### config.mk
export PLATFORM = sky130hd
export DESIGN_NAME = bp_proc_sched
export DESIGN_NICKNAME = d
export VERILOG_FILES = /design/src/rtl/bp_proc_sched.sv
export SDC_FILE = /design/constraint.sdc
export NUM_CORES = 1
export LEC_CHECK = 0
export ABC_AREA = 1
export CAP_MARGIN = 40
export CELL_PAD_IN_SITES_DETAIL_PLACEMENT = 1
export CELL_PAD_IN_SITES_GLOBAL_PLACEMENT = 2
export CORE_UTILIZATION = 19
export DETAILED_ROUTE_END_ITERATION = 6
export PLACE_DENSITY_LB_ADDON = 0.12
export RECOVER_POWER = 25
export REMOVE_ABC_BUFFERS = 1
export SLEW_MARGIN = 10
export SYNTH_ARGS = -nofsm -noshare
export SYNTH_HDL_FRONTEND = slang
export SYNTH_SLANG_ARGS = --single-unit
### constraint.sdc
create_clock -name clk -period 0.98 [get_ports clk]
set_input_delay 0.294 -clock clk [delete_from_list [all_inputs] [get_ports clk]]
set_output_delay 0.294 -clock clk [all_outputs]
set_load 0.1 [all_outputs]
### src/rtl/bp_proc_sched.sv
// Backprop processor-set sequencer: walks blocks of z neurons, fo accumulation cycles each.
// Optional stall counter output enabled by defining BP_SCHED_STALL_CNT_EN.
module bp_proc_sched #(
    parameter int p  = 8,
    parameter int z  = 4,
    parameter int fo = 2,
    localparam int NB = p / z,
    localparam int CW = (NB * fo > 1) ? $clog2(NB * fo) : 1,
    localparam int BW = (NB > 1) ? $clog2(NB) : 1,
    localparam int FW = (fo > 1) ? $clog2(fo) : 1
) (
    input  logic          clk,
    input  logic          reset_n,
    input  logic          start,
    input  logic          stall,
`ifdef BP_SCHED_STALL_CNT_EN
    output logic [15:0]   stall_cnt,
`endif
    output logic          busy,
    output logic          done,
    output logic          proc_en,
    output logic          pd_sel_zero,
    output logic          pd_we,
    output logic          delp_we,
    output logic [BW-1:0] delp_addr,
    output logic [CW-1:0] wt_addr,
    output logic [FW-1:0] fo_idx
);

    localparam logic [1:0] S_IDLE = 2'd0;
    localparam logic [1:0] S_RUN  = 2'd1;
    localparam logic [1:0] S_DONE = 2'd2;

    logic [1:0] state;
    logic       active;
    logic       last_fo;
    logic       last_blk;

    assign active   = (state == S_RUN) && !stall;
    assign last_fo  = (fo_idx == FW'(fo - 1));
    assign last_blk = (delp_addr == BW'(NB - 1));

    assign busy        = (state == S_RUN);
    assign done        = (state == S_DONE);
    assign proc_en     = active;
    assign pd_we       = active;
    assign pd_sel_zero = active && (fo_idx == '0);
    assign delp_we     = active && last_fo;

    // Counters are cleared on the final cycle so nothing ever runs past its terminal value.
    always_ff @(posedge clk or negedge reset_n) begin
        if (!reset_n) begin
            state     <= S_IDLE;
            wt_addr   <= '0;
            delp_addr <= '0;
            fo_idx    <= '0;
        end else begin
            case (state)
                S_IDLE: begin
                    if (start) begin
                        state     <= S_RUN;
                        wt_addr   <= '0;
                        delp_addr <= '0;
                        fo_idx    <= '0;
                    end
                end
                S_RUN: begin
                    if (!stall) begin
                        if (last_fo && last_blk) begin
                            state     <= S_DONE;
                            wt_addr   <= '0;
                            delp_addr <= '0;
                            fo_idx    <= '0;
                        end else begin
                            wt_addr <= wt_addr + CW'(1);
                            if (last_fo) begin
                                fo_idx    <= '0;
                                delp_addr <= delp_addr + BW'(1);
                            end else begin
                                fo_idx <= fo_idx + FW'(1);
                            end
                        end
                    end
                end
                S_DONE:  state <= S_IDLE;
                default: state <= S_IDLE;
            endcase
        end
    end

`ifdef BP_SCHED_STALL_CNT_EN
    always_ff @(posedge clk or negedge reset_n) begin
        if (!reset_n)
            stall_cnt <= '0;
        else if (state == S_IDLE && start)
            stall_cnt <= '0;
        else if (state == S_RUN && stall && stall_cnt != 16'hFFFF)
            stall_cnt <= stall_cnt + 16'd1;
    end
`endif

endmodule

Word level (Yosys, flattened, before mapping)
Index checks and enable logic that the tools add are counted.

Bits in registers: 6. Latch bits: 0. RAM bits: 0. ROM bits: 0. Bits of input ports: 4. Memories: 0.

Add/sub/neg operators: 3. Multipliers: 0. Divide/modulo/power cells: 0. Order comparisons: 0. Equal/unequal tests: 6. Shifts and indexed selects: 0. Multiplexer cells: 17. Bitwise logic cells: 1. Reductions and logical operators: 10.

Operators with widths (count): 2-to-1 mux 2 bit (6); case mux 2 bit (2 select lines) (2); 2-to-1 mux 1 bit (7); AND reduction 3 bit (2); logical AND 1 bit (4); inequality test 2 bit (second input constant) (2); case mux 1 bit (2 select lines) (2); AND reduction 4 bit (1); inequality test 3 x 1 -> 1 bit (second input constant) (1); adder 1 bit (second input constant) (2); adder 2 x 1 -> 2 bit (second input constant) (1); equality test 2 x 1 -> 1 bit (second input constant) (1); equality test 2 bit (second input constant) (1); logical NOT 2 bit (1); inequality test 2 x 1 -> 1 bit (second input constant) (1); nonzero test 2 bit (1); logical NOT 1 bit (1); NOT 1 bit (1).

Longest topological paths before layout
Gate-level depths: netlist (run 1).

Depth in word-level cells: 5. Depth in mapped cells: 6. Mapped depth without buffers: 6.

Worst setup path before layout (run 1)
No wires, ideal clock.

Path kind: register to output. Start: register fo_idx. End: output delp_we. Arrival time: 3174 ps. Data required time: 686 ps. Path slack: -2488 ps. Stages on the path, launching flop included: 3. Buffers on the path: 0. Cells stage by stage: dfrtp_1 > inv_1 > nor3_1.

Longest elaborated chain between the ends: 1.

Ends and longest elaborated chain: start: declaration (line 27) `output logic [FW-1:0] fo_idx`; start signal: assignment (line 80) `fo_idx <= fo_idx + FW'(1);`; logical AND 1 bit (line 48) `assign delp_we = active && last_fo;`; end: declaration (line 24) `output logic delp_we,`.

No other way between the ends.

Worst setup path after layout (run 1)
Start: register state[1]. End: output proc_en.

Longest elaborated chain between the ends: 2.

Ends and longest elaborated chain: start: declaration (line 34) `logic [1:0] state;`; start signal: assignment (line 53) `state <= S_IDLE;`; start signal: assignment (line 61) `state <= S_RUN;`; start signal: assignment (line 70) `state <= S_DONE;`; equality test 2 x 1 -> 1 bit (line 39) `assign active = (state == S_RUN) && !stall;`; logical AND 1 bit (line 39); end: declaration (line 21) `output logic proc_en,`.

No other way between the ends.

==> out/metrics.csv, run 1 <==
metric,value,unit
skew,0.006402,ns
port_buffers,13,
grtUsageTotal,12.12,%
row_count,15,
setup_slack,-0.5122,ns
tightest_slew,0.2916,ns
worstSetupPathType,reg -> out,
synthDominantCellAreaShare,42.11,%
regArea,151.4,um^2
critPathMaxFanout,3,
drc_errors,0,
drive_gt1_share,56.76,%
cts_buffers,3,
maxCapViolCount,0,
multi_input_comb_area,190.2,um^2
ys_types,17,
rsz0062_at_grt,yes,
hold_viol_final,0,
slowest_stage,dfrtp_1,
status,"complete, but fails checks",
grt_overflow_total,0,
routed_via_density,4.121,
utilization,44.01,%
finalMaxSlewViolations,0,
hpwl,802.4,um
synth_seq_cells,6,
yosysSeqAreaShare,42.11,%
cp-end-kind,primary output,
clock-sinks,6,
gp_congestion,0.6952,
place_ws,-0.5851,ns
fmax,670.2,MHz
yosys.area.top_type,dfrtp_1,
die_w,45.32,um
grt_pass1_vias,406,
required,0.69,ns
die_h,45.32,um
slew_headroom,80.49,%
syn_area,356.6,um^2
syn_avg_cell_area,7.924,um^2
cp.arrival,1.20,ns
synth_cells,45,
cts_tree,yes,
core_area,0.001745,mm^2
clk_path_buf_depth,2,
crit_chain,"inv_2, nand2_2, nor2_1, buf_4, buf_12",
postRouteAntennaNets,0,
ios,14,
synthTopCellsByArea,"dfrtp_1, nand2_1, nand3_1, inv_1, nand3_4",
yosysWarnings,0,
worst_hold_path_type,in -> async,
layout_min_cycle_time,1.492,ns
period_share,152.3,%
cts-hold-fix-buffers,0,
area_delta_synth_final,115.4,%
rr_worst_depth,7,
htreeDepth,1,
wirelength,1.015,mm
start_util,20.43,%
grt_pass1_wl,1.662,mm
finalSetupViolations,16,
vias,408,
root_buffer,clkbuf_4,
drt_iter0_markers,3,
wl_per_cell,10.25,um
n_antenna_cell,0,
cts.reportedPaths.clkPinSlew,0.05,ns
die_area,0.002054,mm^2
drt-pass1-iter-count,4,
insertion_delay,0.25,ns
violations,negative setup slack,
critPathLaunchType,flop,
fin_nets,80,
n_fill_cell,210,
layout.cells.non_filler,99,
dp_cells,92,
antenna_found_initial,0,
grt_max_degree,7,
max_stage_delay,0.39,ns
## Yosys cell counts, drive strengths merged
cell / count
nand2: 12
inv: 7
dfrtp: 6
nand3: 6
nor2: 4
o21ai: 4
a21boi: 1
a21oi: 1
buf: 1
clkinv: 1
nand4: 1
nor3: 1
## sequential cells by signal (all words and copies together) (netlist names)
| name | flops |
|---|---|
| state | 2 |
| wt_addr | 2 |
| delp_addr | 1 |
| fo_idx | 1 |
## critical path: cells and delay by family, from the launching register on
kind / cells / cell delay (ns)
buffers and inverters: 3 / 0.40
AND/OR/NAND/NOR: 2 / 0.17
flip-flops: 1 / 0.39
## layout by cell type, fill, tap and decap left out, drive strengths merged
cell type      instances
dlygate4sd2            1
nand4                  1
clkdlybuf4s50          1
buf                   24
dlygate4sd3            1
a21boi                 1
nor3                   1
clkbuf                 3
nand2                 12
nand3                  6
nor2                   4
a21oi                  1
o21ai                  4
clkinv                 1
dfrtp                  6
inv                    7
## kinds of logic (layout without fill, tap and decap cells)
logic type             count (synthesis)  in the layout  share of synthesized area [%]
buffers and inverters                  9             38                          10.88
AND/OR/NAND/NOR                       24             24                          34.74
AO/OA/AOI/OAI                          6              6                          12.28
flip-flops                             6              6                          42.10
## path summary, 6_finish.rpt
kind                                 from        end  slack (ns)
worst min register to register  delp_addr  delp_addr        0.66
worst min-delay path              reset_n     fo_idx        0.36
min in group clk                    stall     fo_idx        0.60
max in group asynchronous         reset_n   state[0]        0.37
worst max register to register   state[0]   state[1]       -0.15
worst max-delay path             state[1]    proc_en       -0.51
## metrics by stage
stage / TNS (ns) / cell area, um^2 / hold slack [ns]
finish: -4.315 / 768.2 / 0.3606
detailed placement: -5.237 / 685.7 / 0.5663
global route: -5.238 / 768.2 / 0.3865
global placement: -5.171 / 685.7 / 0.5699
floorplan: -14.03 / 349.1 / -0.001591
CTS: -4.514 / 745.7 / 0.3074
## final cells by class
type,instances,share of cell area (%)
multi-input cells,30,24.76
clock buffers,3,2.932
inverters,8,4.560
flip-flops and latches,6,19.71
repair buffers,27,43.97
well taps,25,4.072
## timing repair
item	in CTS	in global routing
endpoints found under the setup margin	16	16
buffers inserted	3	1
resized for setup	7	3
pin swaps	1	0
gates cloned	0	0
## metal layers
metal | up-vias | share of wire [%] | wire length, um | global-route usage (%)
met1 | 187 | 38 | 390 | 13.66
met2 | 15 | 53 | 539 | 19.13
met4 | 0 | 2.1 | 21 | 5.455
li1 | 202 | - | - | -
met5 | - | 0 | 0 | 0
met3 | 4 | 6.2 | 63 | 6.000
Power of run 1 is not shown: default switching activity piles up to over one toggle a cycle in this logic, so the estimate is an artifact.
==> inputs of run 2 (changes only) <==
--- a/config.mk
+++ b/config.mk
@@ -9,8 +9,9 @@
 export CAP_MARGIN = 40
 export CELL_PAD_IN_SITES_DETAIL_PLACEMENT = 1
 export CELL_PAD_IN_SITES_GLOBAL_PLACEMENT = 2
-export CORE_UTILIZATION = 19
+export CORE_UTILIZATION = 25
 export DETAILED_ROUTE_END_ITERATION = 6
+export DONT_BUFFER_PORTS = 1
 export PLACE_DENSITY_LB_ADDON = 0.12
 export RECOVER_POWER = 25
 export REMOVE_ABC_BUFFERS = 1
==> run 2 against run 1 <==
The flow still finishes with violations (negative setup slack); sequential share of layout area is 0.77 points higher; fmax increased by 1.3%; routed wire length increased by 13%; global-route usage is 6.4 points higher; clock-buffer cell count is the same; critical endpoint is now pd_sel_zero.
==> out/metrics.csv, run 2 (synthesized netlist as in run 1, its figures left out) <==
metric,value,unit,change
hpwl,891.9,um,+11%
routed_via_density,4.771,,+16%
area_delta_synth_final,107.4,%,
rr_worst_depth,8,,+1
core_area,0.001318,mm^2,-25%
die_area,0.001581,mm^2,-23%
n_fill_cell,150,,-29%
finalMaxSlewViolations,0,,unchanged
clk_path_buf_depth,2,,unchanged
root_buffer,clkbuf_4,,
clock-sinks,6,,unchanged
layout_min_cycle_time,1.473,ns,-0.01943 ns
slowest_stage,dfrtp_1,,
max_stage_delay,0.41,ns,+0.02 ns
mostFrequentLayoutCells,"buf_4, nand2_1, buf_12",,
vias,396,,-2.9%
worst_hold_path_type,in -> reg,,
fin_nets,74,,-7.5%
violations,negative setup slack,,
regArea,151.4,um^2,unchanged
status,"complete, but fails checks",,
fmax,679.0,MHz,+1.3%
cp-end-kind,primary output,,
wl_per_cell,13.87,um,+35%
required,0.69,ns,about the same
wirelength,1.151,mm,+13%
setup_slack,-0.4927,ns,+0.01943 ns
drive_gt1_share,61.76,%,+5.0 points
ios,14,,unchanged
r2r_start,state[1],,
critPathLaunchType,flop,,
layout_commonest_cell,buf_4,,
skew,0.002191,ns,-0.004210 ns
reg_top3,"state: 2 flops, wt_addr: 2 flops",,
postRouteAntennaNets,0,,unchanged
gp_congestion,0.7611,,+9.5%
drt_iter0_markers,1,,-2
hold_viol_final,0,,unchanged
port_buffers,0,,-13
place_ws,-0.2556,ns,+0.3295 ns
cts.reportedPaths.clkPinSlew,0.05,ns,about the same
whs,0.1339,ns,-0.2267 ns
grt_max_degree,7,,unchanged
finalSetupViolations,16,,unchanged
grt_pass1_wl,1.863,mm,+12%
cts_tree,yes,,
drt-pass1-iter-count,2,,-2
grtUsageTotal,18.49,%,+6.4 points
slew_headroom,77.75,%,-2.7 points
critPathMaxFanout,2,,-1
drc_errors,0,,unchanged
maxCapViolCount,0,,unchanged
row_count,13,,-2
worstSetupEndpoint,pd_sel_zero,,
grt_overflow_total,0,,unchanged
r2r_slack,-0.20,ns,-0.05 ns
multi_input_comb_area,230.2,um^2,+21%
tightest_slew,0.3327,ns,+0.04107 ns
grt_pass1_vias,420,,+3.4%
start_util,27.07,%,+6.6 points
n_antenna_cell,0,,unchanged
startpoint,fo_idx,,
cp.arrival,1.18,ns,-0.02 ns
cts_buffers,3,,unchanged
die_h,39.77,um,-12%
insertion_delay,0.24,ns,about the same
period_share,150.3,%,-2.0 points
worstSetupPathType,reg -> out,,
htreeDepth,1,,unchanged
utilization,56.13,%,+12 points
r2r-end,state[1],,
antenna_found_initial,0,,unchanged
crit_chain,"inv_2, nand3_2, nor2_4, buf_12",,
die_w,39.77,um,-12%
rsz0062_at_grt,yes,,
-- run 2: per-stage QoR --
step | instances | setup TNS [ns] | area [um^2]
after floorplan | 44 | -14.03 | 349.1
after global placement | 76 | -2.042 | 605.6
after detailed placement | 76 | -2.350 | 605.6
after CTS | 83 | -4.542 | 721.9
after global routing | 83 | -5.234 | 739.5
final | 83 | -4.405 | 739.5
-- run 2: per-layer routing --
layer | global-route usage [%] | routed length [um] | vias up | share of wire (%)
li1 | - | - | 190 | -
met1 | 22.53 | 488 | 197 | 42
met2 | 31.56 | 631 | 9 | 55
met3 | 3.977 | 31 | 0 | 2.7
met4 | 6.034 | 0 | 0 | 0
met5 | 0 | 0 | - | 0
-- run 2: final cells by class --
cell class                      instances  share of cell area [%]
Multi-Input combinational cell         30                   31.13
Inverter                                8                   4.738
Sequential cell                         6                   20.47
Tap cell                               15                   2.538
Clock buffer                            3                   3.046
Timing Repair Buffer                   21                   38.07
-- run 2: worst min path at each step --
stage	startpoint	to	slack (ns)	cells past startpoint
global placement	reset_n	wt_addr[1]	-0.001	0
global route	stall	fo_idx	0.13	1
floorplan	reset_n	delp_addr	-0.002	0
detailed placement	reset_n	wt_addr[1]	-0.001	0
finish	stall	fo_idx	0.13	1
CTS	stall	fo_idx	0.12	1
-- run 2: timing repair --
action | CTS | global route
pin swaps | 3 | 3
resized for setup | 15 | 4
buffers inserted | 3 | 0
setup endpoints to repair | 16 | 16
hold endpoints to repair | 6 | 0
hold buffers | 1 | 0
-- run 2: critical path: cells and delay by family (launching register included) --
family | cells | cell delay [ns]
AND/OR/NAND/NOR | 2 | 0.23
flip-flops | 1 | 0.41
buffers and inverters | 2 | 0.29
Power of run 2 is left out for the same reason.
==> inputs of run 3 (changes only) <==
--- a/config.mk
+++ b/config.mk
@@ -14,7 +14,6 @@
 export DONT_BUFFER_PORTS = 1
 export PLACE_DENSITY_LB_ADDON = 0.12
 export RECOVER_POWER = 25
-export REMOVE_ABC_BUFFERS = 1
 export SLEW_MARGIN = 10
 export SYNTH_ARGS = -nofsm -noshare
 export SYNTH_HDL_FRONTEND = slang
==> run 3 against run 2 <==
The flow still finishes with violations (negative setup slack); fmax shrank 2.9%; non-clock buffer count up 1; worst hold slack got worse by 0.0035 ns; flip-flop and latch count did not move; global-route usage grew 1.9 points; routed wire length grew 29%; sequential share of layout area down 0.26 points; worst setup slack got worse by 0.043 ns; die area unchanged; core utilization increased by 6.4 points; via count up 3.3%.
==> out/metrics.csv, run 3 (synthesized netlist as in run 1, its figures left out) <==
metric,value,unit,change
status,"complete, but fails checks",,
violations,negative setup slack,,
n_fill_cell,142,,-5.3%
drive_gt1_share,75.71,%,+14 points
clock-sinks,6,,unchanged
routed_via_density,4.812,,+0.85%
root_buffer,clkbuf_4,,
finalMaxSlewViolations,0,,unchanged
worst_hold_path_type,in -> reg,,
area_delta_synth_final,130.9,%,
grt_overflow_total,0,,unchanged
maxCapViolCount,0,,unchanged
finalSetupViolations,16,,unchanged
cts_buffers,3,,unchanged
multi_input_comb_area,256.5,um^2,+11%
layout_min_cycle_time,1.516,ns,+0.04345 ns
cts_tree,yes,,
ios,14,,unchanged
port_buffers,0,,unchanged
grt_max_degree,7,,unchanged
grt_pass1_wl,2.014,mm,+8.1%
slew_headroom,77.44,%,-0.30 points
skew,0.006709,ns,+0.004518 ns
startpoint,state[1],,
clk_path_buf_depth,2,,unchanged
mostFrequentLayoutCells,"buf_12, buf_4, nand2_1",,
min_to,fo_idx,,
setup_slack,-0.5362,ns,-0.04345 ns
max_stage_delay,0.39,ns,-0.02 ns
period_share,154.7,%,+4.4 points
regArea,166.4,um^2,+9.9%
hold_viol_final,0,,unchanged
place_ws,-0.3056,ns,-0.04998 ns
postLayoutCellArea,823.3,um^2,+11%
synth.net_count,49,,
die_h,39.77,um,unchanged
insertion_delay,0.25,ns,about the same
worstSetupPathType,reg -> out,,
cp.arrival,1.22,ns,+0.04 ns
cp-end-kind,primary output,,
wirelength,1.487,mm,+29%
critPathLaunchType,flop,,
r2r_slack,-0.27,ns,-0.07 ns
vias,409,,+3.3%
dpl-instance-area,661.9,um^2,+9.3%
die_w,39.77,um,unchanged
crit_chain,"inv_2, nand2_4, nor3_4, buf_12",,
crit_buf_inv,2,,unchanged
hpwl,945.4,um,+6.0%
critPathMaxFanout,3,,+1
drc_errors,0,,unchanged
start_util,27.07,%,unchanged
dp_cells,74,,-2.6%
cts.reportedPaths.clkPinSlew,0.05,ns,about the same
htreeDepth,1,,unchanged
hold_start,stall,,
grtUsageTotal,20.36,%,+1.9 points
grt_pass1_vias,429,,+2.1%
drt-pass1-iter-count,3,,+1
postRouteAntennaNets,0,,unchanged
n_antenna_cell,0,,unchanged
r2r_start,state[0],,
rr_worst_depth,6,,-2
critical_path.top_delay_family,flip-flops,,
antenna_found_initial,0,,unchanged
layout_commonest_cell,buf_12,,
die_area,0.001581,mm^2,unchanged
fin_nets,75,,+1.4%
r2r-end,wt_addr[1],,
wl_per_cell,17.49,um,+26%
reg_top3,"state: 2 flops, wt_addr: 2 flops",,
setup_tns,-5.394,ns,-0.9890 ns
gp_congestion,0.7187,,-5.6%
layout.cells.non_filler,85,,+2.4%
tightest_slew,0.3372,ns,+0.004535 ns
slowest_stage,dfrtp_1,,
required,0.69,ns,about the same
row_count,13,,unchanged
rsz0062_at_grt,yes,,
core_area,0.001318,mm^2,unchanged
drt_iter0_markers,3,,+2
min_path_cells,1,,unchanged
fmax,659.6,MHz,-2.9%
-- run 3: worst register-to-register path: cells and delay by family (launching register included) --
family,cells,cell delay (ns)
AO/OA/AOI/OAI,2,0.24
buffers and inverters,2,0.27
flip-flops,1,0.45
AND/OR/NAND/NOR,2,0.19
-- run 3: stage by stage --
stage	hold slack, ns	utilization (%)
after floorplan	-0.001591	-
after CTS	0.1469	58.97
final	0.1304	62.49
after global placement	-0.001365	50.24
after detailed placement	-0.001283	50.24
after global routing	0.1204	62.49
-- run 3: layer usage --
metal	vias up	routed length [um]	global-route usage, %
met4	0	0	10.34
met3	0	28	2.273
met5	-	0	0
li1	194	-	-
met2	9	878	38.52
met1	206	580	21.45
-- run 3: cell type report --
| cell class | instances | share of cell area, % |
|---|---|---|
| clock buffers | 4 | 3.191 |
| inverters | 8 | 5.775 |
| multi-input cells | 30 | 31.16 |
| flip-flops and latches | 6 | 20.21 |
| well taps | 15 | 2.280 |
| repair buffers | 22 | 37.39 |
-- run 3: what timing repair did --
item	in CTS	in global routing
endpoints found under the hold margin	6	0
hold buffers	1	0
resized for setup	10	10
setup buffers	4	2
pin swaps	5	7
endpoints found under the setup margin	16	16
-- run 3: how the worst max path moves through the flow --
stage	endpoint	slack [ns]	cells past startpoint
2_1_floorplan	delp_we	-0.78	2
3_3_place_gp	pd_sel_zero	-0.27	4
3_5_place_dp	pd_sel_zero	-0.31	4
4_1_cts	pd_sel_zero	-0.53	4
5_1_grt	delp_we	-0.59	4
6_report	delp_we	-0.54	4
Power of run 3 is left out for the same reason.
